==> src/rtl/operand_sequencer.sv <==
// Operand sequencer: feeds two captured operands to an arithmetic unit as
// load pulses, starts it, waits for a result/error/timeout and returns a response.
module operand_sequencer #(
  parameter int DATA_W  = 16,
  parameter int TIMEOUT = 255
) (
  input  logic                clk,
  input  logic                rst,
  input  logic                cmd_valid,
  output logic                cmd_ready,
  input  logic [DATA_W-1:0]   cmd_x,
  input  logic [DATA_W-1:0]   cmd_y,
  output logic                load,
  output logic [DATA_W-1:0]   data_out,
  output logic                start,
  input  logic                unit_ready,
  input  logic                unit_error,
  input  logic [2*DATA_W-1:0] unit_result,
  output logic                rsp_valid,
  input  logic                rsp_ready,
  output logic [2*DATA_W-1:0] rsp_result,
  output logic [1:0]          rsp_status,
  output logic                busy
);

  typedef enum logic [2:0] {
    S_IDLE, S_DRIVE_X, S_GAP_X, S_DRIVE_Y, S_GAP_Y, S_START, S_WAIT_DONE, S_RESP
  } state_t;

  localparam logic [7:0] LP_CNT_LAST = 8'(TIMEOUT - 1);

  state_t            r_state;
  state_t            w_next;
  logic [DATA_W-1:0] r_x;
  logic [DATA_W-1:0] r_y;
  logic [7:0]        r_cnt;
  logic              w_accept;
  logic              w_timeout;

  assign w_accept  = (r_state == S_IDLE) && cmd_valid && cmd_ready;
  // The last WAIT_DONE cycle is the one in which the count would reach TIMEOUT.
  assign w_timeout = (r_cnt == LP_CNT_LAST);

  always_comb begin
    w_next = r_state;
    case (r_state)
      S_IDLE:      if (w_accept) w_next = S_DRIVE_X;
      S_DRIVE_X:   w_next = S_GAP_X;
      S_GAP_X:     w_next = S_DRIVE_Y;
      S_DRIVE_Y:   w_next = S_GAP_Y;
      S_GAP_Y:     w_next = S_START;
      S_START:     w_next = S_WAIT_DONE;
      S_WAIT_DONE: if (unit_ready || unit_error || w_timeout) w_next = S_RESP;
      S_RESP:      if (rsp_ready) w_next = S_IDLE;
      default:     w_next = S_IDLE;
    endcase
  end

  // Outputs are registered from the next state so they line up with r_state.
  always_ff @(posedge clk) begin
    if (rst) begin
      r_state    <= S_IDLE;
      r_x        <= '0;
      r_y        <= '0;
      r_cnt      <= '0;
      cmd_ready  <= 1'b1;
      busy       <= 1'b0;
      load       <= 1'b0;
      start      <= 1'b0;
      rsp_valid  <= 1'b0;
      data_out   <= '0;
      rsp_result <= '0;
      rsp_status <= 2'b00;
    end else begin
      r_state   <= w_next;
      cmd_ready <= (w_next == S_IDLE);
      busy      <= (w_next != S_IDLE);
      load      <= (w_next == S_DRIVE_X) || (w_next == S_DRIVE_Y);
      start     <= (w_next == S_START);
      rsp_valid <= (w_next == S_RESP);

      case (w_next)
        S_DRIVE_X:                  data_out <= cmd_x;
        S_GAP_X:                    data_out <= r_x;
        S_DRIVE_Y, S_GAP_Y, S_START: data_out <= r_y;
        default:                    data_out <= '0;
      endcase

      if (w_accept) begin
        r_x <= cmd_x;
        r_y <= cmd_y;
      end

      if (r_state == S_START) begin
        r_cnt <= '0;
      end else if ((r_state == S_WAIT_DONE) && !unit_ready && !unit_error && !w_timeout) begin
        r_cnt <= r_cnt + 8'd1;
      end

      if (r_state == S_WAIT_DONE) begin
        if (unit_error) begin
          rsp_status <= 2'b01;
          rsp_result <= '0;
        end else if (unit_ready) begin
          rsp_status <= 2'b00;
          rsp_result <= unit_result;
        end else if (w_timeout) begin
          rsp_status <= 2'b10;
          rsp_result <= '0;
        end
      end
    end
  end

endmodule

==> config.mk <==
export PLATFORM = sky130hd
export DESIGN_NAME = operand_sequencer
export DESIGN_NICKNAME = d
export VERILOG_FILES = /design/src/rtl/operand_sequencer.sv
export SDC_FILE = /design/constraint.sdc
export NUM_CORES = 1
export LEC_CHECK = 0
export ABC_AREA = 1
export ABC_CLOCK_PERIOD_IN_PS = 1550
export CORE_ASPECT_RATIO = 0.5
export CORE_MARGIN = 2
export CORE_UTILIZATION = 30
export CTS_CLUSTER_DIAMETER = 100
export DETAILED_ROUTE_END_ITERATION = 16
export PLACE_DENSITY = 0.64
export SETUP_SLACK_MARGIN = 0.15
export SYNTH_ARGS = -nofsm -noshare
export SYNTH_HDL_FRONTEND = slang
export SYNTH_SLANG_ARGS = --single-unit
==> constraint.sdc <==
create_clock -name clk -period 1.55 [get_ports clk]
set_clock_uncertainty 0.05 [all_clocks]
set_input_delay 0.31 -clock clk [delete_from_list [all_inputs] [get_ports clk]]
set_output_delay 0.31 -clock clk [all_outputs]
set_load 0.01 [all_outputs]
==> results.md, run 1 <==
- Status: finished with violations
- Failing checks: negative setup slack
- Share of power burned in registers: 39.4%
- Post-synth top flop: dfxtp_1
- Sequential cell area fraction in the yosys report: between 50% and 60%
- Avg Inst Size Synth: about 7.8 um2
- Critical path launch point type: register
- Post-synth EDFFs: 0
- Final WL: approximately 12,000 um
- Maximum VDD drop: ~620 uV
- Core area: about 13,000 um2
- Synth Instances: around 500
- Crit Path Max Fanout: 4
- Switching share of total power: 33.23%
- Cts bufs inserted: 9
- Maxcap violations: 0
- Worst Path Required: 1.78 ns
- Worst EP arrival: 1.83 ns
- DR pass1 iterations: 4
- Ys Warns: 0
- Int Pwr: 0.005277 W
- Starting density of the core: a little under a third
- WHS: between 0.3 and 0.4 ns
- FF-to-FF setup slack: -0.06 ns
- CTS H-tree depth: 3
- DP HPWL: around 7000 um
- Pwr dens: around 1200 nW/um2
- Reg-to-Reg Start: r_cnt[0]$_SDFFE_PP0P_
- Finish-stage setup viols: 1
- Top-count cell post-synth: a21oi_1
- Setup crit end: r_cnt[7]$_SDFFE_PP0P_
- Number of global-route vias before repair: approximately 3,400
- R2R depth: 8
- Max Slew Vio Count: 0
- Via count: between 3,000 and 4,000
- Final Hold Violating Endpoints: 0
- Yosys cell types: 27
- Die footprint: 14,000 um2
- First-pass GRT wire length: ~16,000 um
- Routed Antenna Nets: 0
- Antenna Cells: 0
- Top Ports: roughly 130
- DR DRC count: 0
- CTS sink count: 98
- Asr flop ratio synth: 0%
- P&R area growth vs syn: 68.78%
- Vias per cell: between 4 and 5
- CTS tree: done
- CTS Buffer Depth: 2
- Port Buffers: ~120
- Clock root buffer: clkbuf_16
- Largest area contributor in the netlist: dfxtp_1
- RSZ-0062 raised after global routing: yes
- Clk network pwr share: 27.2%
- Die height: ~85 um
- Switching power: 0.002626 W
- Grt total ovfl: 0
- Fmax: slightly above 600 MHz
- Hold Crit Class: input port to register
- Slew of the pin with the lowest slew margin: roughly 0.3 ns
- Min Clock Period, post-route: around 1.6 ns
- Combinational power share: 33.4%
- Crit path launch: r_cnt[0]$_SDFFE_PP0P_
- Crit path capture type: register
- Routed WL per cell: roughly 15 um
- Area contributors post-synth: dfxtp_1 50%, a21oi_1 13%, inv_1 6.1%, nand3_1 6.0%, nand2_1 5.5%
- Clk pin slew, worst setup/hold paths: around 0.070 ns
- Initial antenna violation count: 0
- Post-synthesis cell area: approximately 3900 um2
- Post-Syn Nets: about 570
- Non-filler cells, final: ~820
- Cell Rows: 29
- Final Wtd Congestion: between 0.7 and 0.8
- Leakage: 2.718 nW
- Cells after DPL: between 700 and 800
- Initial DRC Count: 216
- Gr usage total: about 15%
- Synth top area share: around 50%
- PnR worst setup slack: -0.05524 ns
- Worst-Skew Late Latency: about 0.34 ns
- Synth top cells by count: 104 x a21oi_1, 98 x dfxtp_1, 63 x inv_1
- Yosys reg bits: about 100
- Final worst path period share: 103.6%
- Final nets: about 720
- Die Wd: ~170 um
- Slew HR: 80.19%
- CP Class: register to register
- Number of hold buffers added after cts: 0
- Worst R2R End: r_cnt[7]$_SDFFE_PP0P_
- Pin count of the biggest net entering global routing: between 50 and 60
- Layout cells sized above 1: around a quarter
## area by class of cell
class	count	area [um2]
clock buffer	9	225.2
multi-input combinational	304	2022
fill	1177	6111
sequential	98	1969
tap	170	212.7
timing repair buffer	168	1815
inverter	68	277.8
clock inverter	7	66.31
## flip-flops by register name, indices dropped and copies added, names as in the netlist
name	count
busy	1
cmd_ready	1
data_out	16
load	1
r_cnt	8
r_state	3
r_x	16
r_y	16
rsp_result	32
rsp_status	2
rsp_valid	1
start	1
## worst max-delay path, cell delays in order (launching register included)
cell and delay (ns):
dfxtp_2 0.34, inv_2 0.05, buf_4 0.12, buf_4 0.14
nor3_4 0.29, nand2_1 0.11, xor2_1 0.26, nand2_4 0.06
a21oi_2 0.11
## layer usage
layer  vias up  share of wire [%]  track usage, %
met1      1790                 44           17.96
li1       1926                  -               -
met5         -                  0               0
met3        11                3.8           3.458
met2        67                 51           25.64
met4         0                1.0           4.154
## worst min-delay path by stage
stage / startpoint / to / slack, ns / depth (start not counted)
after global placement: r_x[5]$_SDFFE_PP0P_ / r_x[5]$_SDFFE_PP0P_ / 0.38 / 2
final: rst / rsp_status[0]$_SDFFE_PP0P_ / 0.35 / 4
after global routing: rst / rsp_status[1]$_SDFFE_PP0P_ / 0.40 / 4
after detailed placement: r_y[15]$_SDFFE_PP0P_ / r_y[15]$_SDFFE_PP0P_ / 0.39 / 2
after floorplan: r_x[0]$_SDFFE_PP0P_ / r_x[0]$_SDFFE_PP0P_ / 0.37 / 2
after CTS: rst / rsp_status[1]$_SDFFE_PP0P_ / 0.32 / 4
## kinds of logic after synthesis
| logic type | share of synthesized area (%) |
|---|---|
| xor gates and xnor gates | 0.4488 |
| and+or+nand+nor | 19.30 |
| AOI/OAI and AO/OA | 19.17 |
| buffers and inverters | 10.19 |
| adders and majority gates | 0.6409 |
| DFF | 50.26 |
## power by group through the flow
stage | clock [W] | combinational [W] | sequential [W]
after CTS | 0.00220 | 0.00217 | 0.00311
after detailed placement | 0 | 0.00207 | 0.00315
after global placement | 0 | 0.00205 | 0.00314
final | 0.00215 | 0.00264 | 0.00311
after floorplan | 0 | 0.00116 | 0.00316
after global routing | 0.00230 | 0.00285 | 0.00315
## metrics by stage
stage	area (um2)	power (W)	worst slack (ns)	util [%]	TNS, ns
CTS	5939	0.007472	-0.006957	46.77	-0.01139
finish	6589	0.007903	-0.05524	51.88	-0.05524
global placement	5568	0.005187	-0.3199	43.84	-17.23
detailed placement	5568	0.005218	-0.3606	43.84	-17.99
floorplan	3964	0.004327	0.1032	-	0
global route	6589	0.008299	-0.09222	51.88	-1.952
## what timing repair did
action,4_1_cts,5_1_grt
setup endpoints to repair,146,93
pin swaps,6,32
gates resized for setup,88,92
cloned,0,10
buffers inserted,5,4
## placed cells by master (no fill, tap or decap), drive strengths merged
cell type      Yosys  routed
clkbuf            23      17
nand2             60      60
clkinv             1       6
inv               67      68
dfxtp             98      98
nor2              35      35
xor2               2       2
clkdlybuf4s50      0      67
ha                 2       2
clkinvlp           0       1
dlygate4sd2        0      56
buf                6      37
a21oi            104     104
nand3             51      51
nand4              3       3
nor2b              1       1
nor3               5       5
o21ai             41      41
Power figures use the tool's default switching activity.
==> run 2: changes to the inputs <==
--- a/config.mk
+++ b/config.mk
@@ -12,6 +12,7 @@
 export CORE_UTILIZATION = 30
 export CTS_CLUSTER_DIAMETER = 100
 export DETAILED_ROUTE_END_ITERATION = 16
+export MAX_ROUTING_LAYER = met4
 export PLACE_DENSITY = 0.64
 export SETUP_SLACK_MARGIN = 0.15
 export SYNTH_ARGS = -nofsm -noshare
==> results.md, run 2 (synthesis gave the netlist of run 1 again) <==
- Final WL: 11,970 um (was 12,010 um)
- Fill count: 1,179 (was 1,177)
- Final Hold Violating Endpoints: 0 (unchanged)
- Clk pin slew, worst setup/hold paths: 0.07 ns (about the same)
- DP Area: 5568 um2 (unchanged)
- Routed Antenna Nets: 0 (unchanged)
- Largest register by flop count: rsp_result (unchanged)
- Die footprint: 14,000 um2 (unchanged)
- Crit Path Max Fanout: 4 (unchanged)
- Slowest stage delay, CP: 0.34 ns (about the same)
- Initial DRC Count: 209 (was 216)
- Port Buffers: 124 (unchanged)
- Final worst path period share: 103.0% (was 103.6%)
- Routed WL per cell: 14.52 um (was 14.57 um)
- Cell mode on critical path: buf_4 (unchanged)
- Failing checks: negative setup slack (unchanged)
- CTS H-tree depth: 3 (unchanged)
- Number of hold buffers added after cts: 0 (unchanged)
- Commonest cells after routing, fill and taps aside: 92 x dfxtp_1, 89 x a21oi_1, 67 x clkdlybuf4s50_1, 62 x inv_1, 56 x dlygate4sd2_1 (unchanged)
- Slew of the pin with the lowest slew margin: 0.2978 ns (was 0.2962 ns)
- Antenna Cells: 0 (unchanged)
- CTS sink count: 98 (unchanged)
- Cts bufs inserted: 9 (unchanged)
- Die height: 84.66 um (unchanged)
- Setup TNS: -0.04676 ns (was -0.05524 ns)
- Crit path capture type: register (unchanged)
- Maximum VDD drop: 622.5 uV (was 621.8 uV)
- Max Slew Vio Count: 0 (unchanged)
- Initial antenna violation count: 0 (unchanged)
- Worst Path Required: 1.77 ns (was 1.78 ns)
- CTS tree: done (unchanged)
- Fmax: 626.3 MHz (was 623.0 MHz)
- Core area: 12,700 um2 (unchanged)
- Multi-input logic area: 2009 um2 (was 2022 um2)
- Vias per cell: 4.610 (was 4.604)
- DR DRC count: 0 (unchanged)
- Top Ports: 125 (unchanged)
- Hold Crit Class: input port to register (unchanged)
- Maxcap violations: 0 (unchanged)
- Min Clock Period, post-route: 1.597 ns (was 1.605 ns)
- Critical path launch point type: register (unchanged)
- Via count: 3,799 (was 3,794)
- Clock root buffer: clkbuf_16 (unchanged)
- Most common cell after layout, fill and taps aside: dfxtp_1 (unchanged)
- Critical path's slowest cell: dfxtp_2 (unchanged)
- DR pass1 iterations: 4 (unchanged)
- P&R area growth vs syn: 68.46% (was 68.78%)
- PnR worst setup slack: -0.04676 ns (was -0.05524 ns)
- Number of global-route vias before repair: 3,397 (was 3,389)
- Status: finished with violations (unchanged)
- Worst EP arrival: 1.82 ns (was 1.83 ns)
- Finish-stage setup viols: 1 (unchanged)
- Leakage: 2.717 nW (was 2.718 nW)
- RSZ-0062 raised after global routing: yes (unchanged)
- Starting density of the core: 30.74% (unchanged)
- Gr usage total: 15.05% (was 14.62%)
- Die Wd: 165.3 um (unchanged)
- Layout cells sized above 1: 25.08% (was 25.23%)
- DP HPWL: 7019 um (unchanged)
- First-pass GRT wire length: 16,350 um (was 16,340 um)
- Grt total ovfl: 0 (unchanged)
- Pwr dens: 1201 nW/um2 (was 1199 nW/um2)
- CP Class: register to register (unchanged)
- Worst-Skew Late Latency: 0.34 ns (about the same)
- FF-to-FF setup slack: -0.05 ns (was -0.06 ns)
- Final instance area: 6576 um2 (was 6589 um2)
- Final Wtd Congestion: 0.7681 (was 0.7582)
- Pin count of the biggest net entering global routing: 53 (unchanged)
- CTS Buffer Depth: 2 (unchanged)
- Final nets: 721 (unchanged)
- Max FFs per register: 32 (unchanged)
- Worst path cell trace: inv_2 > buf_4 > buf_4 > nor3_4 > nand2_1 > xor2_1 > nand2_4 > a21oi_2 (unchanged)
- Register area: 1969 um2 (unchanged)
- Cell Rows: 29 (unchanged)
- Slew HR: 80.08% (was 80.19%)
run 2: changes by cell type in the layout (fill, tap and decap cells not counted):
cell	change
nand3_1	+1
nand3_4	-1
run 2: area by class of cell:
class | instances | area share [%]
clock buffers | 9 | 3.425
clock inverters | 7 | 1.008
inverters | 68 | 4.224
multi-input cells | 304 | 30.56
flip-flops and latches | 98 | 29.95
well taps | 170 | 3.234
repair buffers | 168 | 27.61
run 2: layer usage:
metal	track usage (%)	vias to the layer above	wire length [um]
met5	-	-	0
met4	4.154	0	114
met3	3.409	11	351
met2	25.64	64	6144
met1	17.93	1797	5357
li1	-	1927	-
run 2: what timing repair did:
action	CTS	global route
gates cloned	0	10
pin swaps	6	30
endpoints found under the setup margin	146	93
gates resized for setup	88	90
buffers inserted	5	4
run 2: path summary, 6_finish.rpt:
path | startpoint | depth (start not counted) | to
hold / removal | rst | 4 | rsp_status[0]$_SDFFE_PP0P_
hold reg to reg | r_x[10]$_SDFFE_PP0P_ | 2 | r_x[10]$_SDFFE_PP0P_
setup / recovery | r_cnt[0]$_SDFFE_PP0P_ | 8 | r_cnt[7]$_SDFFE_PP0P_
setup reg to reg | r_cnt[0]$_SDFFE_PP0P_ | 8 | r_cnt[7]$_SDFFE_PP0P_
run 2: worst max-delay path, delay by kind of cell (launching register included):
family                    cells  cell delay [ns]
buffers and inverters         3             0.31
AOI/OAI and AO/OA             1             0.11
DFF                           1             0.34
xor gates and xnor gates      1             0.25
and+or+nand+nor               3             0.46
run 2: where the power goes:
| part | internal [W] | switching (W) |
|---|---|---|
| registers | 0.00290 | 0.000215 |
| logic | 0.00126 | 0.00137 |
| clock network | 0.00112 | 0.00103 |
run 2: per-stage QoR:
stage | hold slack [ns] | total power (W) | setup WS, ns | util, % | cells
5_1_grt | 0.3936 | 0.008305 | -0.09221 | 51.78 | 824
3_3_place_gp | 0.3806 | 0.005187 | -0.3199 | 43.84 | 789
6_report | 0.3542 | 0.007895 | -0.04676 | 51.78 | 824
4_1_cts | 0.3248 | 0.007472 | -0.006957 | 46.77 | 810
2_1_floorplan | 0.3740 | 0.004327 | 0.1032 | - | 499
3_5_place_dp | 0.3864 | 0.005218 | -0.3606 | 43.84 | 789
==> run 3: changes to the inputs <==
--- a/config.mk
+++ b/config.mk
@@ -5,7 +5,7 @@
 export SDC_FILE = /design/constraint.sdc
 export NUM_CORES = 1
 export LEC_CHECK = 0
-export ABC_AREA = 1
+export ABC_AREA = 0
 export ABC_CLOCK_PERIOD_IN_PS = 1550
 export CORE_ASPECT_RATIO = 0.5
 export CORE_MARGIN = 2
@@ -13,7 +13,7 @@
 export CTS_CLUSTER_DIAMETER = 100
 export DETAILED_ROUTE_END_ITERATION = 16
 export MAX_ROUTING_LAYER = met4
-export PLACE_DENSITY = 0.64
+export PLACE_DENSITY = 0.65
 export SETUP_SLACK_MARGIN = 0.15
 export SYNTH_ARGS = -nofsm -noshare
 export SYNTH_HDL_FRONTEND = slang
==> results.md, run 3 <==
- Status: complete, no violations (was finished with violations)
- DP HPWL: 6379 um (was 7019 um)
- Die height: 80.58 um (was 84.66 um)
- Yosys reg bits: 98 (unchanged)
- Critical path launch point type: register (unchanged)
- FF-to-FF setup slack: 0.05 ns (was -0.05 ns)
- Final worst path period share: 96.85% (was 103.0%)
- Final WL: 9616 um (was 11,970 um)
- Final Hold Violating Endpoints: 0 (unchanged)
- Non-filler cells, final: 674 (was 824)
- CTS Buffer Depth: 2 (unchanged)
- Final nets: 583 (was 721)
- Finish-stage setup viols: 0 (was 1)
- Min Clock Period, post-route: 1.501 ns (was 1.597 ns)
- Pin count of the biggest net entering global routing: 39 (was 53)
- Top Ports: 125 (unchanged)
- Met3 wire len: 464 um (was 351 um)
- Ys Warns: 0 (unchanged)
- Grt total ovfl: 0 (unchanged)
- Routed WL per cell: 14.27 um (was 14.52 um)
- Area contributors post-synth: dfxtp_1 56%, a22o_1 8.2%, a21oi_1 7.8%, nand2_1 7.4%, a22oi_1 3.2% (was dfxtp_1 50%, a21oi_1 13%, inv_1 6.1%, nand3_1 6.0%, nand2_1 5.5%)
- First-pass GRT wire length: 15,200 um (was 16,350 um)
- Hold Crit Class: input port to register (unchanged)
- Layout cells sized above 1: 18.45% (was 25.08%)
- Maxcap violations: 0 (unchanged)
- Die Wd: 157.2 um (was 165.3 um)
- Met1 wire length: 4507 um (was 5357 um)
- Worst hold endpoint: rsp_valid$_SDFF_PP0_ (was rsp_status[0]$_SDFFE_PP0P_)
- Number of hold buffers added after cts: 0 (unchanged)
- Max FFs per register: 32 (unchanged)
- Critical path's slowest cell: or4_1 (was dfxtp_2)
- Commonest cells after routing, fill and taps aside: 88 x dfxtp_1, 68 x nand2_1, 64 x clkdlybuf4s50_1, 58 x dlygate4sd2_1, 52 x a21oi_1 (was 92 x dfxtp_1, 89 x a21oi_1, 67 x clkdlybuf4s50_1, 62 x inv_1, 56 x dlygate4sd2_1)
- CTS tree: done (unchanged)
- CP Class: register to register (unchanged)
- Slew of the pin with the lowest slew margin: 0.4104 ns (was 0.2978 ns)
- Final Wtd Congestion: 0.7658 (was 0.7681)
- DR pass1 iterations: 5 (was 4)
- Via count: 3,153 (was 3,799)
- WHS: 0.2214 ns (was 0.3542 ns)
- Worst EP arrival: 1.71 ns (was 1.82 ns)
- Hold depth: 2 (was 4)
- Reg-to-Reg Start: r_state[0]$_SDFF_PP0_ (was r_cnt[0]$_SDFFE_PP0P_)
- Synth Instances: 363 (was 499)
- Post-synth EDFFs: 0 (unchanged)
- Largest area contributor in the netlist: dfxtp_1 (unchanged)
- Fin util: 49.61% (was 51.78%)
- Slowest stage delay, CP: 0.49 ns (was 0.34 ns)
- Core area: 11,220 um2 (was 12,700 um2)
- Crit path launch: r_state[0]$_SDFF_PP0_ (was r_cnt[0]$_SDFFE_PP0P_)
- Synth top area share: 55.76% (was 50.26%)
- Clk pin slew, worst setup/hold paths: 0.07 ns (about the same)
- Die footprint: 12,660 um2 (was 14,000 um2)
- Pwr dens: 1067 nW/um2 (was 1201 nW/um2)
- Setup TNS: 0 ns (was -0.04676 ns)
- Largest register by flop count: rsp_result (unchanged)
- Fmax: 666.2 MHz (was 626.3 MHz)
- Top-count cell post-synth: dfxtp_1 (was a21oi_1)
- Avg Inst Size Synth: 9.692 um2 (was 7.823 um2)
- Clock root buffer: clkbuf_16 (unchanged)
- Initial DRC Count: 161 (was 209)
- Synth top cells by count: 98 x dfxtp_1, 69 x nand2_1, 55 x a21oi_1 (was 104 x a21oi_1, 98 x dfxtp_1, 63 x inv_1)
- Slew HR: 72.64% (was 80.08%)
- Max Slew Vio Count: 0 (unchanged)
- Crit path capture type: register (unchanged)
- Hold path startpoint: rsp_ready (was rst)
- Max layer used: met4 (unchanged)
- Met2 wire length: 4575 um (was 6144 um)
- Worst path cell trace: and3b_2 > o211ai_4 > or4_1 > a21oi_1 (was inv_2 > buf_4 > buf_4 > nor3_4 > nand2_1 > xor2_1 > nand2_4 > a21oi_2)
- Vias per cell: 4.678 (was 4.610)
- Worst Path Required: 1.76 ns (was 1.77 ns)
- Port Buffers: 124 (unchanged)
- Cell Rows: 27 (was 29)
- DR DRC count: 0 (unchanged)
- Crit Path Max Fanout: 9 (was 4)
- Yosys cell types: 42 (was 27)
- Post-synthesis cell area: 3518 um2 (was 3904 um2)
- Most common cell after layout, fill and taps aside: dfxtp_1 (unchanged)
- Leakage: 2.331 nW (was 2.717 nW)
- R2R depth: 4 (was 8)
- Gr usage total: 15.81% (was 15.05%)
- RSZ-0062 raised after global routing: yes (unchanged)
- Asr flop ratio synth: 0% (unchanged)
- Design Power: 0.005938 W (was 0.007895 W)
- Routed Antenna Nets: 0 (unchanged)
- Cells after DPL: 654 (was 789)
- Initial antenna violation count: 0 (unchanged)
- Sequential cell area fraction in the yosys report: 55.76% (was 50.26%)
- P&R area growth vs syn: 58.14% (was 68.46%)
- CP bufs+invs: 0 (was 3)
- Worst-Skew Late Latency: 0.33 ns (was 0.34 ns)
- Post-Syn Nets: 435 (was 571)
- Starting density of the core: 31.37% (was 30.74%)
- CTS sink count: 98 (unchanged)
- Post-synth top flop: dfxtp_1 (unchanged)
- Antenna Cells: 0 (unchanged)
- Crit path max-delay family: simple AND/OR/NAND/NOR gates (unchanged)
- Maximum VDD drop: 503.0 uV (was 622.5 uV)
- Number of global-route vias before repair: 3,118 (was 3,397)
- CTS H-tree depth: 3 (unchanged)
- Cts bufs inserted: 9 (unchanged)
- Worst R2R End: r_cnt[3]$_SDFFE_PP0P_ (was r_cnt[7]$_SDFFE_PP0P_)
[run 3: kinds of logic (layout without fill, tap and decap cells)]
kind of cell | count (synthesis) | count (layout) | share of synthesized area [%]
compound gates | 121 | 121 | 23.44
xor+xnor | 1 | 1 | 0.2490
fa+ha+maj | 2 | 2 | 0.7111
buf+inv | 30 | 181 | 4.338
flops | 98 | 98 | 55.76
mux | 3 | 4 | 0.8890
simple gates | 108 | 108 | 14.62
[run 3: report_power, final]
group / switching [W] / leakage, nW / internal (W) / total [W]
clock: 0.000953 / 0.149 / 0.00130 / 0.00225
combinational: 0.000471 / 1.38 / 0.000490 / 0.000961
sequential: 0.0000697 / 0.800 / 0.00266 / 0.00273
[run 3: final cells by class]
class	instances	area (um2)
Timing Repair Buffer	161	1508
Clock inverter	5	61.31
Tap cell	159	198.9
Sequential cell	98	1977
Inverter	5	18.77
Clock buffer	10	239.0
Multi-Input combinational cell	236	1562
Fill cell	1090	5652
[run 3: repair_timing]
action | CTS | global route
buffers inserted | 2 | 2
hold endpoints to repair | 0 | 0
resized for setup | 83 | 13
endpoints found under the setup margin | 146 | 94
pin swaps | 10 | 6
cloned | 1 | 0
[run 3: worst max-delay path by stage]
stage                                        to  cells past startpoint
detailed placement        r_cnt[5]$_SDFFE_PP0P_                      6
global route              r_cnt[3]$_SDFFE_PP0P_                      5
floorplan           rsp_result[10]$_SDFFE_PP0P_                      5
global placement          r_cnt[4]$_SDFFE_PP0P_                      5
finish                    r_cnt[3]$_SDFFE_PP0P_                      4
CTS                       r_cnt[5]$_SDFFE_PP0P_                      4
[run 3: routing by layer]
layer | global-route usage (%) | up-vias
met5 | - | -
met4 | 4.636 | 0
met3 | 3.940 | 5
met2 | 25.39 | 72
met1 | 19.91 | 1478
li1 | - | 1598
[run 3: per-stage QoR]
step / setup WS, ns / area [um2]
3_5_place_dp: -0.3281 / 5165
5_1_grt: 0.008049 / 5564
2_1_floorplan: 0.1144 / 3578
4_1_cts: 0.03231 / 5502
6_report: 0.04890 / 5564
3_3_place_gp: -0.2924 / 5165
